--- config.mk ---
export PLATFORM = sky130hd
export DESIGN_NAME = multi_operand_accumulator
export DESIGN_NICKNAME = d
export VERILOG_FILES = /design/src/rtl/multi_operand_accumulator.sv
export SDC_FILE = /design/constraint.sdc
export NUM_CORES = 1
export LEC_CHECK = 0
export CAP_MARGIN = 20
export CORE_MARGIN = 2
export CORE_UTILIZATION = 47
export DETAILED_ROUTE_END_ITERATION = 8
export PLACE_DENSITY_LB_ADDON = 0.3
export SYNTH_ARGS = -nofsm -noshare
export SYNTH_HDL_FRONTEND = slang
export SYNTH_SLANG_ARGS = --single-unit
--- constraint.sdc ---
create_clock -name clk -period 2.36 [get_ports clk]
set_clock_uncertainty 0.15 [all_clocks]
set_input_delay 0.472 -clock clk [delete_from_list [all_inputs] [get_ports clk]]
set_output_delay 0.472 -clock clk [all_outputs]
set_load 0.03 [all_outputs]
--- src/rtl/multi_operand_accumulator.sv ---
// Strobed multi-operand accumulator with sync, edge detect and done flag.
// Optional pb debounce stage when ACCUM_DEBOUNCE_EN is defined.
module multi_operand_accumulator #(
  parameter int WIDTH           = 4,
  parameter int NUM_OPS         = 5,
  parameter int SUM_WIDTH       = 6,
  parameter int CNT_WIDTH       = 3,
  parameter int DEBOUNCE_CYCLES = 4
) (
  input  logic                 clk,
  input  logic                 rst_n,
  input  logic                 pb,
  input  logic [WIDTH-1:0]     y,
  input  logic                 clear,
  output logic [SUM_WIDTH-1:0] sum,
  output logic                 carry,
  output logic [CNT_WIDTH-1:0] op_count,
  output logic                 acc_valid,
  output logic                 done
);

  if (NUM_OPS < 1 || (1 << CNT_WIDTH) <= NUM_OPS ||
      DEBOUNCE_CYCLES < 1 || SUM_WIDTH < WIDTH) begin : g_param_err
    $error("multi_operand_accumulator: bad parameters");
  end

  typedef enum logic [1:0] {
    IDLE,
    ACCUM,
    DONE
  } state_t;

  state_t state, state_nx;

  logic s1, s2, hist, lvl;
  logic strobe, accept, last;
  logic [SUM_WIDTH:0] sum_ext;

  always_ff @(posedge clk or negedge rst_n) begin
    if (!rst_n) begin
      s1 <= 1'b0;
      s2 <= 1'b0;
    end else begin
      s1 <= pb;
      s2 <= s1;
    end
  end

`ifdef ACCUM_DEBOUNCE_EN
  localparam int DBW = $clog2(DEBOUNCE_CYCLES + 1);

  logic [DBW-1:0] db_cnt;
  logic           db;

  // db follows s2 only after DEBOUNCE_CYCLES consecutive differing samples
  always_ff @(posedge clk or negedge rst_n) begin
    if (!rst_n) begin
      db     <= 1'b0;
      db_cnt <= '0;
    end else if (s2 == db) begin
      db_cnt <= '0;
    end else if (db_cnt == DBW'(DEBOUNCE_CYCLES - 1)) begin
      db     <= s2;
      db_cnt <= '0;
    end else begin
      db_cnt <= db_cnt + 1'b1;
    end
  end

  assign lvl = db;
`else
  assign lvl = s2;
`endif

  always_ff @(posedge clk or negedge rst_n) begin
    if (!rst_n) hist <= 1'b0;
    else        hist <= lvl;
  end

  assign strobe  = lvl & ~hist;
  assign last    = (op_count == CNT_WIDTH'(NUM_OPS - 1));
  assign sum_ext = {1'b0, sum} + (SUM_WIDTH + 1)'(y);

  always_comb begin
    state_nx = state;
    accept   = 1'b0;
    unique case (state)
      IDLE, ACCUM: begin
        if (strobe) begin
          accept   = 1'b1;
          state_nx = last ? DONE : ACCUM;
        end
      end
      DONE: ;
      default: state_nx = IDLE;
    endcase
    if (clear) begin
      accept   = 1'b0;
      state_nx = IDLE;
    end
  end

  always_ff @(posedge clk or negedge rst_n) begin
    if (!rst_n) state <= IDLE;
    else        state <= state_nx;
  end

  always_ff @(posedge clk or negedge rst_n) begin
    if (!rst_n) begin
      sum       <= '0;
      carry     <= 1'b0;
      op_count  <= '0;
      acc_valid <= 1'b0;
    end else if (clear) begin
      sum       <= '0;
      carry     <= 1'b0;
      op_count  <= '0;
      acc_valid <= 1'b0;
    end else begin
      acc_valid <= accept;
      if (accept) begin
        sum      <= sum_ext[SUM_WIDTH-1:0];
        carry    <= carry | sum_ext[SUM_WIDTH];
        op_count <= op_count + 1'b1;
      end
    end
  end

  assign done = (state == DONE);

endmodule

==> metrics.md <==
| Metric | Value |
|---|---|
| Max-slew violations | 0 |
| Worst Reg-to-Reg Cells | 5 |
| Longest Clk Path Bufs | 2 |
| Seq cells post-synth | 16 |
| Total CTS buffers | 3 |
| Starting density of the core | 49.33% |
| YS warnings | 0 |
| Period utilization | 92.98% |
| Critical path destination | done |
| EDFF count, synth | 0 |
| Reg-to-reg startpoint | sum[0]$_DFFE_PN0P_ |
| GRT overflow | 0 |
| Detailed Place HPWL | 1273 um |
| Die area | between 2000 and 2500 um2 |
| Hold buffer count at cts | 0 |
| Commonest non-fill, non-tap cell in the layout | clkdlybuf4s50_1 |
| N_diodes | 0 |
| CP Class | reg -> out |
| Core area | 1689 um2 |
| Syn Std Cell Area | 833.3 um2 |
| Mapped Cells | 79 |
| Place WS | -0.1007 ns |
| Post-CTS Setup Inserts | 0 |
| H-tree depth | 1 |
| Largest net degree at the start of global routing | 17 |
| CTS tree | built |
| Routed WL per cell | 13.95 um |
| IO Count | 20 |
| Crit Reg-Reg Endpoint | sum[4]$_DFFE_PN0P_ |
| Via Count | 666 |
| Pwr Density | 531.8 nW/um2 |
| First-pass GRT wire length | 2967 um |
| GP Congestion | roughly 0.84 |
| CP startpoint kind | register |
| GR Util met3 | 4.706% |
| CP endpoint kind | output pin |
| DP Area | around 1100 um2 |
| Leak | 0.5113 nW |
| Final WS setup | 0.1656 ns |
| Hold WC Path Type | reg -> reg |
| Synth Net Count | 94 |
| Routed Wire Length | approximately 1700 um |
| Worst relative slew slack | 72.18% |
| Clock Latency Late Sink | 0.28 ns |
| Most frequent cells in the layout | 19 x clkdlybuf4s50_1, 16 x dfrtp_1, 10 x nor2_1 |
| Final Net Count | between 100 and 150 |
| Synth-to-layout area growth | 33.63% |
| Flop2flop setup slack | 0.40 ns |
| Syn avg cell area | roughly 11 um2 |
| Clock Sinks | 16 |
| GRT busiest layer | met2 |
| GRT Total Usage | 19.87% |
| Worst EP required | 1.74 ns |
| Register clock-pin slew on the reported worst setup and hold paths | ~0.09 ns |
| Worst Tran Pin Value | 0.4155 ns |
| Core Util, Final | around two thirds |
| GR met2 Demand/Resource | 33.06% |
| Critical Path AT | 1.57 ns |
| Drt pass-1 iters | 2 |
| Met1 Use GR | 24.37% |
| Finished Cell Area | 1114 um2 |
| Root Buffer | clkbuf_4 |
| Post-synth ARST share | 100.0% |
| Chip height | 46.11 um |
| Outcome | completed |
| Predominant post-synthesis flop cell | dfrtp_1 |
| Crit. Startpoint | state[1]$_DFFE_PN0P_ |
| Count of final hold-check violations | 0 |
| Die X | 46.11 um |
| Share of layout cells above drive strength 1 | 14.29% |
| # setup viols final | 0 |
| CTS resizes | 0 |
| Number of antenna violations at the first check in global routing | 0 |
| Fin crit period | 2.194 ns |
| ANT nets after route | 0 |
| Vias/cell | ~5.5 |
| Starting DRT DRC Count | 9 |
| Vias in the first global route | ~720 |
| Seq/Total Area, Yosys | around half |
| Row Count | 15 |
| Count of input and output buffers | 19 |
| Maximum fanout along the worst path | 5 |
| Hold WS | 0.2272 ns |
| Max-cap violations | 0 |
| VDD IR max | roughly 500 uV |
| Synth cell types | 31 |
| RSZ-0062 raised after global routing | false |
| Power, Total | 0.0005922 W |
| DRC violations left | 0 |
| Peak Freq | 0.4557 GHz |
## routing by layer
layer  vias up  part of all wire [%]
li1        331                     -
met1       313                    47
met2        18                    48
met3         4                   3.9
met4         0                   1.2
met5         -                     0
## synth_stat cells, types with 2 or more instances
master    instances  share of area (%)
xnor2_1           2                2.1
o21ai_0           3                1.8
dfrtp_1          16                 48
clkbuf_1          2               0.90
ha_1              6                9.0
nor2b_1           2                1.5
o211a_1           2                2.4
nor2_1           10                4.5
a21oi_1           5                3.0
nand2_1           6                2.7
inv_1             4                1.8
a211oi_1          2                1.8
## cell type report
cell class | count | area [um2]
timing repair buffer | 25 | 235.2
inverter | 4 | 15.01
fill | 144 | 575.6
tap | 17 | 21.27
sequential | 16 | 400.4
clock buffer | 4 | 36.28
multi-input combinational | 56 | 405.4
## metrics by stage
step / setup TNS, ns / instances
2_1_floorplan: 0 / 79
3_3_place_gp: -0.07845 / 118
3_5_place_dp: -0.1007 / 118
4_1_cts: 0 / 122
5_1_grt: 0 / 122
6_report: 0 / 122
## how the worst min path moves through the flow
stage | startpoint | endpoint | slack (ns) | cells past startpoint
finish | s1$_DFF_PN0_ | lvl$_DFF_PN0_ | 0.23 | 0
global route | s1$_DFF_PN0_ | lvl$_DFF_PN0_ | 0.25 | 0
CTS | s1$_DFF_PN0_ | lvl$_DFF_PN0_ | 0.23 | 0
detailed placement | s1$_DFF_PN0_ | lvl$_DFF_PN0_ | 0.21 | 0
global placement | s1$_DFF_PN0_ | lvl$_DFF_PN0_ | 0.18 | 0
floorplan | rst_n | acc_valid$_DFF_PN0_ | 0.03 | 0
## state kept, by name, indices dropped and copies added, names as in the netlist
register / cells
sum: 6
op_count: 3
state: 2
acc_valid: 1
carry: 1
hist: 1
lvl: 1
s1: 1
## report_power, final
group          total (W)  internal (W)  switching (W)
Combinational   0.000119     0.0000574      0.0000617
Clock           0.000176     0.0000938      0.0000822
Sequential      0.000297      0.000286      0.0000112
## critical path, cell delays in order, from the launching register on
cell and delay (ns):
dfrtp_1 0.41, nor2b_1 0.19, clkdlybuf4s50_1 0.69
## cell families after synthesis
logic type / Yosys count / share of synthesized area [%]
fa+ha+maj: 7 / 11.41
xor+xnor: 2 / 2.102
buf+inv: 7 / 3.303
mux: 2 / 2.553
compound gates: 18 / 15.02
flops: 16 / 48.05
simple gates: 27 / 17.57
No activity file was read; power rests on OpenSTA's default activity.
